[src/rtl/uart_rx_16x.sv]
// uart_rx_16x: UART receiver driven by a 16x (OVERSAMPLE) baud tick enable.
// Synchronizes rxd, qualifies the start bit at mid-bit, samples each data bit
// mid-period, and reports a good byte (rx_valid) or a low stop bit (frame_err).
// Optional build macro: UART_RX_MAJORITY_EN, which makes every sample point a
// 2-of-3 vote over the ticks P-1, P, P+1 around the nominal index P.
// Parameter limits: OVERSAMPLE even and >= 8, SYNC_STAGES >= 2, DATA_BITS >= 2.
module uart_rx_16x #(
    parameter int DATA_BITS   = 8,
    parameter int OVERSAMPLE  = 16,
    parameter int SYNC_STAGES = 2
) (
    input  logic                 clk,
    input  logic                 rst,
    input  logic                 tick,
    input  logic                 rxd,
    output logic [DATA_BITS-1:0] rx_data,
    output logic                 rx_valid,
    output logic                 frame_err,
    output logic                 busy
);

    localparam int TW = $clog2(OVERSAMPLE);
    localparam int BW = $clog2(DATA_BITS + 1);

    localparam logic [TW-1:0] CNT_LAST = TW'(OVERSAMPLE - 1);

`ifdef UART_RX_MAJORITY_EN
    // The vote completes one tick after the nominal point. The reload value of 1
    // compensates, so bit boundaries stay where the single-sample build has them;
    // in DATA/STOP the decision tick is the one where the counter has wrapped to 0.
    localparam logic [TW-1:0] START_DONE = TW'(OVERSAMPLE / 2);
    localparam logic [TW-1:0] BIT_DONE   = '0;
    localparam logic [TW-1:0] CNT_RELOAD = TW'(1);
`else
    localparam logic [TW-1:0] START_DONE = TW'(OVERSAMPLE / 2 - 1);
    localparam logic [TW-1:0] BIT_DONE   = CNT_LAST;
    localparam logic [TW-1:0] CNT_RELOAD = '0;
`endif

    typedef enum logic [2:0] {
        IDLE,
        START,
        DATA,
        STOP,
        WAIT_IDLE
    } state_t;

    state_t                 state;
    state_t                 state_nxt;
    logic [SYNC_STAGES-1:0] sync;
    logic                   rx_s;
    logic                   line_bit;
    logic [TW-1:0]          tick_cnt;
    logic [TW-1:0]          cnt_inc;
    logic [BW-1:0]          bit_cnt;
    logic [DATA_BITS-1:0]   shift;
    logic                   start_pt;
    logic                   bit_pt;
    logic                   last_bit;

    // Shift rxd through the synchronizer; idle-high reset value avoids a false start.
    // NOTE: sequential state uses non-blocking (<=) so every flop samples pre-edge values.
    always_ff @(posedge clk) begin
        if (rst) begin
            sync <= '1;
        end else begin
            sync <= {sync[SYNC_STAGES-2:0], rxd};
        end
    end

    assign rx_s = sync[SYNC_STAGES-1];

`ifdef UART_RX_MAJORITY_EN
    logic [1:0] hist;

    // Keep the two previous tick samples so the decision tick sees P-1, P and P+1.
    always_ff @(posedge clk) begin
        if (rst) begin
            hist <= 2'b11;
        end else if (tick) begin
            hist <= {hist[0], rx_s};
        end
    end

    assign line_bit = (hist[1] & hist[0]) | (hist[1] & rx_s) | (hist[0] & rx_s);
`else
    assign line_bit = rx_s;
`endif

    // Sample-point decode shared by the next-state logic and the datapath.
    assign cnt_inc  = (tick_cnt == CNT_LAST) ? '0 : tick_cnt + TW'(1);
    assign start_pt = tick && (state == START) && (tick_cnt == START_DONE);
    assign bit_pt   = tick && ((state == DATA) || (state == STOP)) && (tick_cnt == BIT_DONE);
    assign last_bit = (bit_cnt == BW'(DATA_BITS - 1));

    // FSM state register.
    always_ff @(posedge clk) begin
        if (rst) begin
            state <= IDLE;
        end else begin
            state <= state_nxt;
        end
    end

    // FSM next-state logic.
    // NOTE: the default assignment first guarantees no latch is inferred.
    always_comb begin
        state_nxt = state;
        unique case (state)
            IDLE:      if (tick && !rx_s) state_nxt = START;
            START:     if (start_pt)      state_nxt = line_bit ? IDLE : DATA;
            DATA:      if (bit_pt && last_bit) state_nxt = STOP;
            STOP:      if (bit_pt)        state_nxt = line_bit ? IDLE : WAIT_IDLE;
            WAIT_IDLE: if (tick && rx_s)  state_nxt = IDLE;
            default:                      state_nxt = IDLE;
        endcase
    end

    // FSM outputs: busy covers every state except IDLE.
    always_comb begin
        busy = (state != IDLE);
    end

    // Datapath: tick counter, bit counter, shift register and registered strobes.
    // NOTE: the shift register is reset along with everything else; it is only a
    // handful of flops and keeping it defined costs nothing.
    always_ff @(posedge clk) begin
        if (rst) begin
            tick_cnt  <= '0;
            bit_cnt   <= '0;
            shift     <= '0;
            rx_data   <= '0;
            rx_valid  <= 1'b0;
            frame_err <= 1'b0;
        end else begin
            rx_valid  <= 1'b0;
            frame_err <= 1'b0;
            if (tick) begin
                unique case (state)
                    START: begin
                        if (start_pt) begin
                            tick_cnt <= CNT_RELOAD;
                            bit_cnt  <= '0;
                        end else begin
                            tick_cnt <= cnt_inc;
                        end
                    end
                    DATA: begin
                        if (bit_pt) begin
                            // First bit received ends up in the LSB after DATA_BITS shifts.
                            shift    <= {line_bit, shift[DATA_BITS-1:1]};
                            tick_cnt <= CNT_RELOAD;
                            bit_cnt  <= bit_cnt + BW'(1);
                        end else begin
                            tick_cnt <= cnt_inc;
                        end
                    end
                    STOP: begin
                        if (bit_pt) begin
                            if (line_bit) begin
                                rx_data  <= shift;
                                rx_valid <= 1'b1;
                            end else begin
                                frame_err <= 1'b1;
                            end
                            tick_cnt <= '0;
                        end else begin
                            tick_cnt <= cnt_inc;
                        end
                    end
                    default: tick_cnt <= '0;
                endcase
            end
        end
    end

endmodule

[config.mk]
export PLATFORM = sky130hd
export DESIGN_NAME = uart_rx_16x
export DESIGN_NICKNAME = d
export VERILOG_FILES = /design/src/rtl/uart_rx_16x.sv
export SDC_FILE = /design/constraint.sdc
export NUM_CORES = 1
export LEC_CHECK = 0
export BUFFER_PORTS_ARGS = -buffer_cell sky130_fd_sc_hd__buf_2
export CORE_UTILIZATION = 38
export CTS_BUF_LIST = sky130_fd_sc_hd__clkbuf_16
export DETAILED_ROUTE_END_ITERATION = 16
export GPL_TIMING_DRIVEN = 0
export PLACE_DENSITY_LB_ADDON = 0.1
export SLEW_MARGIN = 25
export SYNTH_ARGS = -nofsm -noshare
export SYNTH_HDL_FRONTEND = slang
export SYNTH_SLANG_ARGS = --single-unit
[constraint.sdc]
create_clock -name clk -period 2.6 [get_ports clk]
set_clock_uncertainty 0.1 [all_clocks]
set_input_delay 0.13 -clock clk [delete_from_list [all_inputs] [get_ports clk]]
set_output_delay 0.13 -clock clk [all_outputs]
set_load 0.1 [all_outputs]
==> results of run 1 <==
state kept, by name, summed over array words and instances, names as in the netlist:
| register | count |
|---|---|
| tick_cnt | 4 |
| shift | 8 |
| frame_err | 1 |
| rx_data | 8 |
| bit_cnt | 4 |
| rx_valid | 1 |
| sync | 2 |
| state | 3 |
power by group through the flow:
| stage | Sequential [W] | Combinational, W | Clock [W] |
|---|---|---|---|
| after floorplan | 0.000495 | 0.0000883 | 0 |
| after global placement | 0.000496 | 0.000107 | 0 |
| after detailed placement | 0.000496 | 0.000107 | 0 |
| after CTS | 0.000486 | 0.000108 | 0.000560 |
| after global routing | 0.000486 | 0.000118 | 0.000583 |
| final | 0.000486 | 0.000108 | 0.000543 |
area by class of cell:
cell class / count / area [µm²]
flip-flops and latches: 31 / 621
inverters: 4 / 15.0
plain buffers: 11 / 55.1
well taps: 48 / 60.1
clock inverters: 3 / 16.3
multi-input cells: 101 / 749
repair buffers: 13 / 70.1
fillers: 370 / 1950
clock buffers: 5 / 125
cells by family (layout without fill, tap and decap cells):
group	count (synthesis)	count (layout)	synth area share
xor gates and xnor gates	3	3	0.0182
buffers and inverters	15	36	0.0486
adders and majority gates	2	2	0.0174
DFF	31	31	0.431
and+or+nand+nor	59	59	0.242
AOI/OAI and AO/OA	18	18	0.109
muxes	19	19	0.133
placed cells by master (no fill, tap or decap), types with 2 or more instances in the layout:
master	count
sky130_fd_sc_hd__dfxtp_1	31
sky130_fd_sc_hd__ha_1	2
sky130_fd_sc_hd__nor3_1	3
sky130_fd_sc_hd__mux2i_1	18
sky130_fd_sc_hd__nand3_1	4
sky130_fd_sc_hd__nor3b_1	2
sky130_fd_sc_hd__a31oi_1	2
sky130_fd_sc_hd__clkbuf_16	5
sky130_fd_sc_hd__nor3_2	3
sky130_fd_sc_hd__o21ai_1	2
sky130_fd_sc_hd__nand4_1	2
sky130_fd_sc_hd__xnor2_1	2
sky130_fd_sc_hd__or3_1	2
sky130_fd_sc_hd__nor2_1	21
sky130_fd_sc_hd__nand2_1	4
sky130_fd_sc_hd__nand2b_1	3
sky130_fd_sc_hd__nor2b_1	3
sky130_fd_sc_hd__clkbuf_1	4
sky130_fd_sc_hd__buf_2	17
sky130_fd_sc_hd__or2_2	2
sky130_fd_sc_hd__inv_1	5
timing repair:
action	in CTS	in global routing
hold buffers	1	0
endpoints found under the hold margin	1	0
buffers inserted	0	0
metal layers:
metal	global-route usage	up-vias	share of wire
li1	-	556	-
met3	0.0453	7	0.032
met1	0.194	503	0.47
met2	0.257	16	0.47
met4	0.0938	0	0.022
met5	0	-	0
worst register-to-register path, cell delays in order (launching register included):
cell and delay (ns):
sky130_fd_sc_hd__dfxtp_1 0.35, sky130_fd_sc_hd__ha_1 0.28, sky130_fd_sc_hd__nand3_1 0.27, sky130_fd_sc_hd__nor4_2 0.60, sky130_fd_sc_hd__nand2b_1 0.11, sky130_fd_sc_hd__a31oi_1 0.18
metrics by stage:
step,cell area (µm²),instances,power [W],util,hold WS (ns)
after global placement,1560,207,0.000602,0.426,0.214
after CTS,1710,216,0.00115,0.468,0.0490
after global routing,1710,216,0.00119,0.468,0.0887
after detailed placement,1560,207,0.000602,0.426,0.223
final,1710,216,0.00114,0.468,0.0552
after floorplan,1440,147,0.000583,-,0.134
final timing paths:
kind                  to  cells after the start
min reg2reg      sync[1]                      1
max reg2reg     state[1]                      5
min          tick_cnt[3]                      2
max             state[1]                      5
==> flow_metrics.py, run 1 <==
metrics = {
    "power": {
        "power_density_mw_per_mm2": 664,
        "power.net_switching_w": 0.000271,
        "power_frac_comb": 0.095,
        "p_leak_nw": 0.719,
        "clock_power_share": 0.478,
        "share_seq_of_total_power": 0.428,
        "irDropWorstVdd_v": 0.000410,
        "p_int_w": 0.000865,
        "p_sw_frac": 0.239,
    },
    "timing": {
        "final_period_minus_worst_setup_slack_ns": 1.97,
        "finalHoldViolations": 0,
        "fmax_ghz": 0.507,
        "setup_violations": 0,
        "finalWorstSetupSlack_ns": 0.629,
        "final.period_utilization": 0.758,
        "setup_total_negative_slack_ns": 0,
        "timing_worst_slew_pin_value_ns": 0.608,
        "rsz0062_at_grt": "no",
        "relSlewSlack": 0.591,
        "final-max-slew-violation-count": 0,
    },
    "floorplanning": {
        "core_area_mm2": 0.00366,
        "initial_utilization": 0.393,
        "die-height_um": 63.6,
        "rows": 22,
        "die-area_mm2": 0.00404,
        "chipWidth_um": 63.6,
        "design.portCount": 15,
    },
    "hold_path": {
        "worstHoldStart": "tick",
        "hp-class": "primary input to flop",
    },
    "critical_path": {
        "class_of_the_most_critical_setup_path": "flop to flop",
        "cp_num_buf_inv": 0,
        "worstReg2RegStart": "tick_cnt[0]",
        "critical-path-max-stage-delay_ns": 0.60,
        "critical_path_peak_fanout": 7,
        "worstPathCellList": "ha_1 > nand3_1 > nor4_2 > nand2b_1 > a31oi_1",
        "worst_setup_path_end_kind": "flop",
        "worst_path_dominant_cell_family": "simple AND/OR/NAND/NOR gates",
        "crit_path_start_kind": "flop",
        "cp-startpoint": "tick_cnt[0]",
        "critical_path_arrival_ns": 2.06,
        "cp_slowest_cell": "sky130_fd_sc_hd__nor4_2",
        "timing.reg2reg.setup_slack_ns": 0.63,
        "required_time_at_the_worst_slack_endpoint_ns": 2.69,
    },
    "clock_tree": {
        "cts_inserted_buffers": 5,
        "numClockSinks": 31,
        "postCtsResizedCells": 0,
        "max-clock-path-buffers": 2,
        "clock_insertion_delay_worst_skew_ns": 0.27,
        "path_clk_slew_ns": 0.05,
        "htree_levels": 2,
        "cts_root_buf": "sky130_fd_sc_hd__clkbuf_16",
        "tritoncts": "yes",
    },
    "synth": {
        "synth_enable_flop_cells": 0,
        "synth_area_mm2": 0.00144,
        "synthMostInstantiatedCell": "sky130_fd_sc_hd__dfxtp_1",
        "fraction_of_registers_with_async_set_reset": 0,
        "synth_top_area_cell": "sky130_fd_sc_hd__dfxtp_1",
        "syn_area_per_cell_um2": 9.80,
        "yosys_most_used_dff": "sky130_fd_sc_hd__dfxtp_1",
        "post_synth_num_cell_types": 48,
        "postSynthRegisterBits": 31,
        "synth_top_cells_by_area": "sky130_fd_sc_hd__dfxtp_1, sky130_fd_sc_hd__mux2i_1, sky130_fd_sc_hd__nor2_1",
        "synth_cells": 147,
        "synth_sequential_area_ratio": 0.431,
        "syn-num-nets": 153,
        "synth_top_area_frac": 0.431,
        "synth.top_cells.by_count": "sky130_fd_sc_hd__dfxtp_1, sky130_fd_sc_hd__nor2_1, sky130_fd_sc_hd__mux2i_1, sky130_fd_sc_hd__buf_2",
        "ys_warn_count": 0,
    },
    "placed_design": {
        "pre_cts_ws_ns": 0.617,
        "final_weighted_congestion_in_routability_driven_placement": 0.753,
        "hpwlAfterDp_mm": 1.98,
        "numPortBuffers": 12,
    },
    "global_route": {
        "groute.usage.overall": 0.162,
        "global_route.overflow_total": 0,
        "antenna_found_initial": 0,
        "first_global_vias": 1055,
        "grt_start_max_net_pins": 11,
        "grt_pass1_wl_mm": 5.00,
    },
    "layout": {
        "finalNetCount": 173,
        "drive_above_1_share": 0.220,
        "ant_diodes": 0,
        "synthesis_to_layout_area_growth_pct": 18.9,
    },
    "route": {
        "detail_route.first_pass.iterations": 4,
        "post_drt_wl_per_cell_um": 12.8,
        "viasPerCell": 5.01,
        "route.antenna.remaining_nets": 0,
        "route.vias.total": 1082,
        "drtIter0Drc": 41,
        "drcViolationCount": 0,
        "routed_wirelength_mm": 2.77,
    },
    "job": {
        "maxCapViolations": 0,
    },
    "run_status": {
        "status": "finished, final reports clean",
    },
}
Power figures use the tool's default switching activity.
==> run 2, diff against run 1 <==
==> constraint.sdc (replaced) <==
create_clock -name clk -period 1.6 [get_ports clk]
set_clock_uncertainty 0.1 [all_clocks]
set_input_delay 0.08 -clock clk [delete_from_list [all_inputs] [get_ports clk]]
set_output_delay 0.08 -clock clk [all_outputs]
set_load 0.1 [all_outputs]
==> flow_metrics.py, run 2 (synthesized netlist as in run 1, its figures left out) <==
metrics = {
    "route": {
        "route.antenna.remaining_nets": 0,
        "detail_route.first_pass.iterations": 5,
        "post_drt_wl_per_cell_um": 13.7,
        "route.vias.total": 1152,
        "routed_wirelength_mm": 3.07,
        "drcViolationCount": 0,
        "viasPerCell": 5.12,
        "drtIter0Drc": 31,
    },
    "power": {
        "irDropWorstVdd_v": 0.000734,
        "totalPowerFinal_w": 0.00190,
        "p_sw_frac": 0.244,
        "clock_power_share": 0.466,
        "power.net_switching_w": 0.000463,
        "power_density_mw_per_mm2": 1010,
        "power_frac_comb": 0.116,
        "p_int_w": 0.00144,
        "p_leak_nw": 0.760,
        "share_seq_of_total_power": 0.418,
    },
    "critical_path": {
        "critical_path_peak_fanout": 5,
        "worst_path_dominant_cell_family": "simple AND/OR/NAND/NOR gates",
        "cp.depth": 5,
        "worstPathCellList": "or3b_4 > buf_6 > a2111oi_4 > xnor2_1 > nor3_2",
        "critical_path.endpoint": "bit_cnt[3]",
        "critical-path-max-stage-delay_ns": 0.40,
        "class_of_the_most_critical_setup_path": "flop to flop",
        "reg2reg_depth": 5,
        "cp_slowest_cell": "sky130_fd_sc_hd__or3b_4",
        "worstReg2RegStart": "state[1]",
        "reg2reg_end": "bit_cnt[3]",
        "cp-startpoint": "state[1]",
        "worst_setup_path_end_kind": "flop",
        "timing.reg2reg.setup_slack_ns": -0.08,
        "cp_num_buf_inv": 1,
        "crit_path_start_kind": "flop",
        "critical_path_arrival_ns": 1.72,
        "required_time_at_the_worst_slack_endpoint_ns": 1.64,
    },
    "global_route": {
        "antenna_found_initial": 0,
        "groute.usage.overall": 0.175,
        "grt_start_max_net_pins": 11,
        "first_global_vias": 1140,
        "global_route.overflow_total": 0,
        "grt_pass1_wl_mm": 5.29,
    },
    "timing": {
        "fmax_ghz": 0.594,
        "final-max-slew-violation-count": 0,
        "final.period_utilization": 1.05,
        "rsz0062_at_grt": "yes",
        "relSlewSlack": 0.657,
        "timing_worst_slew_pin_value_ns": 0.514,
        "hold-worst-slack_ns": 0.00706,
        "setup_violations": 3,
        "final_period_minus_worst_setup_slack_ns": 1.68,
        "finalHoldViolations": 0,
        "finalWorstSetupSlack_ns": -0.0825,
    },
    "layout": {
        "drive_above_1_share": 0.333,
        "leading_cell_type_in_the_layout_fill_and_taps_excluded": "sky130_fd_sc_hd__dfxtp_1",
        "ant_diodes": 0,
        "instances_no_fill": 225,
        "mostFrequentLayoutCells": "sky130_fd_sc_hd__dfxtp_1, sky130_fd_sc_hd__nor2_1, sky130_fd_sc_hd__mux2i_1",
        "finalNetCount": 182,
        "synthesis_to_layout_area_growth_pct": 30.9,
        "largestRegisters": "rx_data (8), shift (8)",
    },
    "placed_design": {
        "placedCellCount": 207,
        "numPortBuffers": 12,
        "final_weighted_congestion_in_routability_driven_placement": 0.739,
        "hpwlAfterDp_mm": 2.00,
    },
    "floorplanning": {
        "rows": 22,
        "design.portCount": 15,
        "initial_utilization": 0.393,
        "die-area_mm2": 0.00404,
        "core_area_mm2": 0.00366,
        "die-height_um": 63.6,
        "chipWidth_um": 63.6,
    },
    "clock_tree": {
        "cts_inserted_buffers": 5,
        "tritoncts": "yes",
        "htree_levels": 2,
        "cts_root_buf": "sky130_fd_sc_hd__clkbuf_16",
        "clock_insertion_delay_worst_skew_ns": 0.28,
        "max-clock-path-buffers": 2,
        "numClockSinks": 31,
        "path_clk_slew_ns": 0.05,
    },
    "run_status": {
        "status": "complete, but fails checks",
        "violations": "negative setup slack",
    },
    "job": {
        "maxCapViolations": 0,
    },
    "hold_path": {
        "worstHoldStart": "tick",
        "hp-class": "primary input to flop",
    },
}
run 2: cell count changes in the layout (fill, tap and decap cells not counted), moves of 2 or more:
cell	delta
sky130_fd_sc_hd__dfxtp_1	-6
sky130_fd_sc_hd__buf_6	+2
sky130_fd_sc_hd__buf_2	-3
sky130_fd_sc_hd__buf_4	+8
sky130_fd_sc_hd__dfxtp_2	+3
sky130_fd_sc_hd__dfxtp_4	+3
run 2: timing repair:
item	CTS	global route
gates cloned	0	0
hold endpoints to repair	1	0
hold buffers	1	0
pin swaps	5	8
setup buffers	5	6
gates resized for setup	16	10
setup endpoints to repair	23	24
run 2: worst min path at each step:
stage                        endpoint  slack (ns)  cells after the start
after global placement        sync[0]        0.16                      2
after global routing      tick_cnt[3]        0.03                      2
after floorplan               sync[0]        0.08                      1
final                     tick_cnt[3]       0.007                      2
after detailed placement      sync[0]        0.17                      2
after CTS                 tick_cnt[3]        0.01                      2
run 2: layout make-up:
class,instances,area (µm²)
tap,48,60.1
clock inverter,3,16.3
multi-input combinational,101,806
fill,337,1780
timing repair buffer,24,183
clock buffer,5,125
sequential,31,636
buffer,9,45.0
inverter,4,15.0
run 2: worst reg2reg max path, cell delays in order, from the launching register on:
cell and delay [ns]:
sky130_fd_sc_hd__dfxtp_4 0.35, sky130_fd_sc_hd__or3b_4 0.40, sky130_fd_sc_hd__buf_6 0.13, sky130_fd_sc_hd__a2111oi_4 0.34, sky130_fd_sc_hd__xnor2_1 0.17, sky130_fd_sc_hd__nor3_2 0.06
run 2: power by group through the flow:
| stage | registers, W | logic [W] | clock network, W |
|---|---|---|---|
| after floorplan | 0.000804 | 0.000145 | 0 |
| final | 0.000794 | 0.000220 | 0.000886 |
| after global routing | 0.000795 | 0.000237 | 0.000943 |
| after CTS | 0.000797 | 0.000192 | 0.000899 |
| after global placement | 0.000805 | 0.000174 | 0 |
| after detailed placement | 0.000806 | 0.000175 | 0 |
run 2: metal layers:
layer	track usage	routed length, µm	up-vias
met5	0	0	-
met4	0.0938	78	0
met3	0.0580	131	9
met2	0.295	1540	28
met1	0.193	1320	544
li1	-	-	571
run 2: per-stage QoR:
stage / util / setup TNS [ns] / area (µm²) / setup WS (ns)
after floorplan: - / -0.0269 / 1450 / -0.0269
after global placement: 0.429 / -3.96 / 1570 / -0.234
after detailed placement: 0.429 / -4.65 / 1570 / -0.256
after CTS: 0.498 / -0.233 / 1820 / -0.0987
after global routing: 0.515 / -0.419 / 1890 / -0.123
final: 0.515 / -0.0963 / 1890 / -0.0825
